File: src/rtl/mpmc11_pkg.sv
// mpmc11_pkg: shared types and constants for the mpmc11 burst sequencer
//   mpmc11_seq_state_t : sequencer FSM states
//   CMD_WRITE/CMD_READ : MIG-style app command encodings
//   CNT_W              : beat counter width (counts 0..64 without wrapping)
package mpmc11_pkg;
   typedef enum logic [2:0] {
      IDLE,
      PRESET,
      WRITE_DATA,
      WRITE_CMD,
      READ_CMD,
      READ_DATA,
      DONE
   } mpmc11_seq_state_t;
   localparam logic [2:0] CMD_WRITE = 3'b000;
   localparam logic [2:0] CMD_READ  = 3'b001;
   localparam int CNT_W = 7;
endpackage

File: src/rtl/mpmc11_beat_counter.sv
// mpmc11_beat_counter: beat counter with terminal-beat detect
//   clk, rst : clock, synchronous active-high reset
//   clr_i    : synchronous clear
//   inc_i    : count one beat
//   len_i    : beats minus one
//   cnt_o    : beats counted so far
//   last_o   : the beat counted this cycle is the final one
module mpmc11_beat_counter
   import mpmc11_pkg::*;
(
   input  logic             clk,
   input  logic             rst,
   input  logic             clr_i,
   input  logic             inc_i,
   input  logic [CNT_W-2:0] len_i,
   output logic [CNT_W-1:0] cnt_o,
   output logic             last_o
);
   logic [CNT_W-1:0] cnt_q;
   always_ff @(posedge clk)
      if (rst || clr_i) cnt_q <= '0;
      else if (inc_i) cnt_q <= cnt_q + 1'b1;
   assign cnt_o  = cnt_q;
   assign last_o = inc_i && cnt_q == {1'b0, len_i};
endmodule

File: src/rtl/mpmc11_burst_sequencer.sv
// mpmc11_burst_sequencer: runs one burst between the channel front end and the DDR app port
//   req_*   : request handshake (address, direction, beats minus one)
//   wdat_*  : write beats from the front end
//   rdat_*  : read beats to the front end (pass-through of app_rd_data)
//   done    : one-cycle completion pulse; state exposes the FSM
//   app_*   : MIG-style command, write-data and read-return ports
module mpmc11_burst_sequencer
   import mpmc11_pkg::*;
#(
   parameter int AWID    = 32,
   parameter int DWID    = 128,
   parameter int ADR_INC = 16
) (
   input  logic              clk,
   input  logic              rst,
   input  logic              req_valid,
   output logic              req_ready,
   input  logic              req_we,
   input  logic [AWID-1:0]   req_adr,
   input  logic [5:0]        req_len,
   input  logic              wdat_valid,
   output logic              wdat_ready,
   input  logic [DWID-1:0]   wdat,
   output logic              rdat_valid,
   output logic [DWID-1:0]   rdat,
   output logic              rdat_last,
   output logic              done,
   output mpmc11_seq_state_t state,
   output logic              app_en,
   output logic [2:0]        app_cmd,
   output logic [AWID-1:0]   app_addr,
   input  logic              app_rdy,
   output logic              app_wdf_wren,
   output logic              app_wdf_end,
   output logic [DWID-1:0]   app_wdf_data,
   input  logic              app_wdf_rdy,
   input  logic [DWID-1:0]   app_rd_data,
   input  logic              app_rd_data_valid
);
   mpmc11_seq_state_t state_q;
   logic              we_q;
   logic [AWID-1:0]   adr_q;
   logic [5:0]        len_q;
   logic [CNT_W-1:0]  cmd_cnt, dat_cnt;
   logic              cmd_inc, dat_inc, cmd_last, dat_last, rd_st, cmd_st;
   assign rd_st   = state_q == READ_CMD || state_q == READ_DATA;
   assign cmd_st  = state_q == WRITE_CMD || state_q == READ_CMD;
   assign cmd_inc = cmd_st && app_rdy;
   // read returns outside the read states are dropped, never counted
   assign dat_inc = (state_q == WRITE_DATA && wdat_valid && app_wdf_rdy) || (rd_st && app_rd_data_valid);
   mpmc11_beat_counter u_cmd_cnt (
      .clk    (clk),
      .rst    (rst),
      .clr_i  (state_q == PRESET),
      .inc_i  (cmd_inc),
      .len_i  (len_q),
      .cnt_o  (cmd_cnt),
      .last_o (cmd_last)
   );
   mpmc11_beat_counter u_dat_cnt (
      .clk    (clk),
      .rst    (rst),
      .clr_i  (state_q == PRESET),
      .inc_i  (dat_inc),
      .len_i  (len_q),
      .cnt_o  (dat_cnt),
      .last_o (dat_last)
   );
   always_ff @(posedge clk)
      if (rst) begin
         state_q <= IDLE;
         we_q    <= 1'b0;
         adr_q   <= '0;
         len_q   <= '0;
      end else begin
         case (state_q)
            IDLE:
               if (req_valid) begin
                  we_q    <= req_we;
                  adr_q   <= req_adr;
                  len_q   <= req_len;
                  state_q <= PRESET;
               end
            PRESET:     state_q <= we_q ? WRITE_DATA : READ_CMD;
            WRITE_DATA: if (dat_last) state_q <= WRITE_CMD;
            WRITE_CMD:  if (cmd_last) state_q <= DONE;
            // all data may already be back (or arrive with the last accept)
            READ_CMD:
               if (cmd_last)
                  state_q <= (dat_last || dat_cnt == {1'b0, len_q} + 1'b1) ? DONE : READ_DATA;
            READ_DATA:  if (dat_last) state_q <= DONE;
            DONE:       state_q <= IDLE;
            default:    state_q <= IDLE;
         endcase
      end
   assign state        = state_q;
   assign req_ready    = state_q == IDLE;
   assign done         = state_q == DONE;
   assign app_en       = cmd_st;
   assign app_cmd      = state_q == READ_CMD ? CMD_READ : CMD_WRITE;
   assign app_addr     = adr_q + AWID'(cmd_cnt) * AWID'(ADR_INC);
   assign app_wdf_wren = state_q == WRITE_DATA && wdat_valid;
   assign app_wdf_end  = app_wdf_wren;
   assign app_wdf_data = wdat;
   assign wdat_ready   = app_wdf_wren && app_wdf_rdy;
   assign rdat_valid   = rd_st && app_rd_data_valid;
   assign rdat         = app_rd_data;
   assign rdat_last    = rd_st && dat_last;
endmodule
File: config.mk
export PLATFORM = sky130hd
export DESIGN_NAME = mpmc11_burst_sequencer
export DESIGN_NICKNAME = d
export VERILOG_FILES = /design/src/rtl/mpmc11_pkg.sv /design/src/rtl/mpmc11_beat_counter.sv /design/src/rtl/mpmc11_burst_sequencer.sv
export SDC_FILE = /design/constraint.sdc
export NUM_CORES = 1
export LEC_CHECK = 0
export CAP_MARGIN = 15
export CORE_AREA = 2 2 234 236
export CTS_CLUSTER_DIAMETER = 60
export DETAILED_ROUTE_END_ITERATION = 8
export DIE_AREA = 0 0 236 238
export HOLD_SLACK_MARGIN = 0.12
export SLEW_MARGIN = 5
export SYNTH_ARGS = -nofsm -noshare
export SYNTH_HDL_FRONTEND = slang
export SYNTH_SLANG_ARGS = --single-unit
File: constraint.sdc
create_clock -name clk -period 5.5 [get_ports clk]
set_clock_uncertainty 0.05 [all_clocks]
set_input_delay 1.1 -clock clk [delete_from_list [all_inputs] [get_ports clk]]
set_output_delay 1.1 -clock clk [all_outputs]
set_load 0.01 [all_outputs]
==> impl_metrics.py <==
metrics = {
    "run_status": {
        "status": "finished clean",
    },
    "cells_and_area": {
        "multi_input_area_um2": 1960,
        "insertedDiodeCount": 0,
        "nNetsFinal": 809,
        "drive_above_1_share": 0.0463,
        "syn2layout_area_growth_pct": -2.36,
        "fill_cells": 6158,
        "seq_area_um2": 1120,
        "fin_area_um2": 5070,
    },
    "setup_path": {
        "cpPeakStageDelay_ns": 0.67,
        "cp-end-kind": "output pin",
        "cp.arrival_ns": 3.29,
        "cpMaxStageDelayCell": "clkdlybuf4s50_1",
        "cp_max_fo": 11,
        "crit_top_cell": "clkdlybuf4s50_1",
        "cp-start-kind": "primary input",
        "crit_required_ns": 4.35,
        "path_cells": "clkdlybuf4s50_1 > nor3b_1 > a32oi_1 > buf_4 > nor4b_1 > clkdlybuf4s50_1",
        "criticalPathCategory": "primary input to output pin",
    },
    "synth": {
        "ys_ff_latch": 56,
        "synthFlopType": "dfxtp_1",
        "synth.top_cell.area_share": 0.380,
        "synth_top_area_cell": "buf_4",
        "synth_edf_count": 0,
        "ys_seq_area_frac": 0.216,
        "synth_most_common_cell": "buf_4",
        "yosysWarningCount": 0,
        "synthTopCellsByCount": "buf_4, nand2_1, dfxtp_1",
        "netlist_top_cells_area": "buf_4, dfxtp_1, nand2_1, xnor2_1, a21oi_1",
        "synth.distinct_cells": 50,
        "syn_inst": 681,
        "async_reset_ff_frac": 0,
        "synth.cell_area_um2": 5190,
        "avgSynthCellArea_um2": 7.62,
    },
    "floorplanning": {
        "start_util": 0.0970,
        "die_x_um": 236,
        "coreArea_um2": 53500,
        "io_pins": 604,
        "die_h_um": 238,
        "rows": 85,
        "dieArea_um2": 56200,
    },
    "route": {
        "vias": 3530,
        "wirelength_mm": 18.0,
        "drt_iter0_drc": 121,
        "ant_nets": 0,
        "via_per_inst": 2.96,
        "drcViolationCount": 0,
        "first_pass_iters": 4,
        "wl_per_cell_um": 15.1,
    },
    "pwr": {
        "p_comb_frac": 0.420,
        "power.density_nw_per_um2": 319,
        "power.leakage_nw": 1.58,
        "clkPwrFrac": 0.216,
        "p_sw_frac": 0.408,
        "power.share.sequential": 0.364,
        "power_switching_uw": 660,
        "intPower_uw": 956,
        "vdd_drop_max_mv": 0.120,
    },
    "clock_tree": {
        "cts_hold_buf": 0,
        "cts_inserted_buffers": 5,
        "clock-sinks": 56,
        "cts.reportedPaths.clkPinSlew_ns": 0.08,
        "cts_tree": "built",
        "root_buffer": "clkbuf_16",
        "insertion_delay_ns": 0.32,
        "htreeDepth": 2,
        "clock_path_buffers": 2,
        "cts_resized": 0,
        "cts_setup_buffers": 0,
    },
    "global_route": {
        "antenna_found_initial": 6,
        "grt_max_degree": 40,
        "grt_pass1_vias": 3506,
        "grt_overflow": 0,
        "grt_pass1_wl_mm": 24.4,
        "grt_usage": 0.0619,
    },
    "timing": {
        "fin_crit_ns": 4.44,
        "hold_violations": 0,
        "final.period_utilization": 0.807,
        "tns_ns": 0,
        "rsz0062_at_grt": "false",
        "setup_violations": 0,
        "final-max-slew-violation-count": 0,
        "timing.fmax_mhz": 225,
        "worst_pin_slew_ns": 1.15,
        "slew_headroom": 0.225,
        "whs_ns": 0.416,
    },
    "placed_design": {
        "placed_cell_area_um2": 4920,
        "dpl.hpwl_mm": 14.5,
        "io_buffers": 89,
        "place_congestion": 0.764,
    },
    "run": {
        "maxCapViolations": 0,
    },
    "worst_hold_path": {
        "min_path_type": "flop to flop",
    },
}
[path summary, 6_finish.rpt]
| check | cells after the start | from | endpoint | slack [ns] |
|---|---|---|---|---|
| worst max-delay path | 6 | wdat_valid | rdat_last | 1.06 |
| worst min-delay path | 2 | adr_q[25] | adr_q[25] | 0.42 |
| worst min register to register | 2 | adr_q[25] | adr_q[25] | 0.42 |
| worst max register to register | 5 | len_q[2] | state[0] | 3.04 |
[per-stage QoR]
stage | utilization | setup slack (ns) | power [mW] | std cells
after floorplan | - | 2.16 | 1.15 | 682
after global placement | 0.0920 | 1.04 | 1.29 | 1185
after detailed placement | 0.0920 | 1.01 | 1.30 | 1185
after CTS | 0.0947 | 0.867 | 1.68 | 1193
after global routing | 0.0947 | 0.744 | 1.75 | 1193
final | 0.0947 | 1.06 | 1.62 | 1193
[registers in the layout, indices dropped and copies added (netlist names)]
signal,count
adr_q,32
len_q,6
state,3
u_cmd_cnt.cnt_o,7
u_dat_cnt.cnt_o,7
we_q,1
[power groups by stage]
stage / clock network (mW) / registers (mW) / logic [mW]
finish: 0.348 / 0.588 / 0.678
global route: 0.391 / 0.605 / 0.752
CTS: 0.382 / 0.591 / 0.704
detailed placement: 0 / 0.601 / 0.701
global placement: 0 / 0.597 / 0.695
floorplan: 0 / 0.539 / 0.609
[per-layer routing]
metal	track usage	wire length, um	up-vias	share of wire
met5	0	67	-	0.0037
met4	0.0432	1190	12	0.066
met3	0.0510	3060	108	0.17
met2	0.101	8310	257	0.46
met1	0.0496	5350	1580	0.30
li1	-	-	1573	-
[worst max-delay path: cells and delay by family]
family          cells  cell delay (ns)
compound gates      1             0.15
buf+inv             3             1.33
simple gates        2             0.70
[placed cells by master, fill, tap and decap left out, types with 4 or more instances in the layout]
master,netlist,routed
clkdlybuf4s50_1,0,88
dfxtp_1,56,56
xnor2_1,36,36
o211ai_1,5,5
and3_1,5,5
o21ai_0,10,10
nand2_1,99,98
a21oi_1,48,48
nand3_1,7,7
clkbuf_16,0,5
nor2_1,21,21
xor2_1,16,16
inv_1,12,12
nor3_1,12,12
ha_1,10,10
buf_4,263,5
o21a_1,4,4
nand4_1,9,9
[kinds of logic (layout without fill, tap and decap cells)]
logic type                 Yosys count  count (layout)  share of synthesized area
other                                1               2                   0.000723
buffers and inverters              299             114                      0.409
muxes                                2               2                    0.00386
xor gates and xnor gates            52              52                     0.0878
and+or+nand+nor                    179             179                      0.161
adders and majority gates           11              11                     0.0280
DFF                                 56              56                      0.216
AOI/OAI and AO/OA                   81              81                     0.0938
[area by class of cell]
| class | count | share of cell area |
|---|---|---|
| Clock buffer | 6 | 0.0254 |
| Clock inverter | 2 | 0.00346 |
| Inverter | 12 | 0.00889 |
| Multi-Input combinational cell | 327 | 0.387 |
| Sequential cell | 56 | 0.221 |
| Tap cell | 696 | 0.172 |
| Timing Repair Buffer | 94 | 0.182 |
Note: power is estimated with default switching activity, not from simulation.
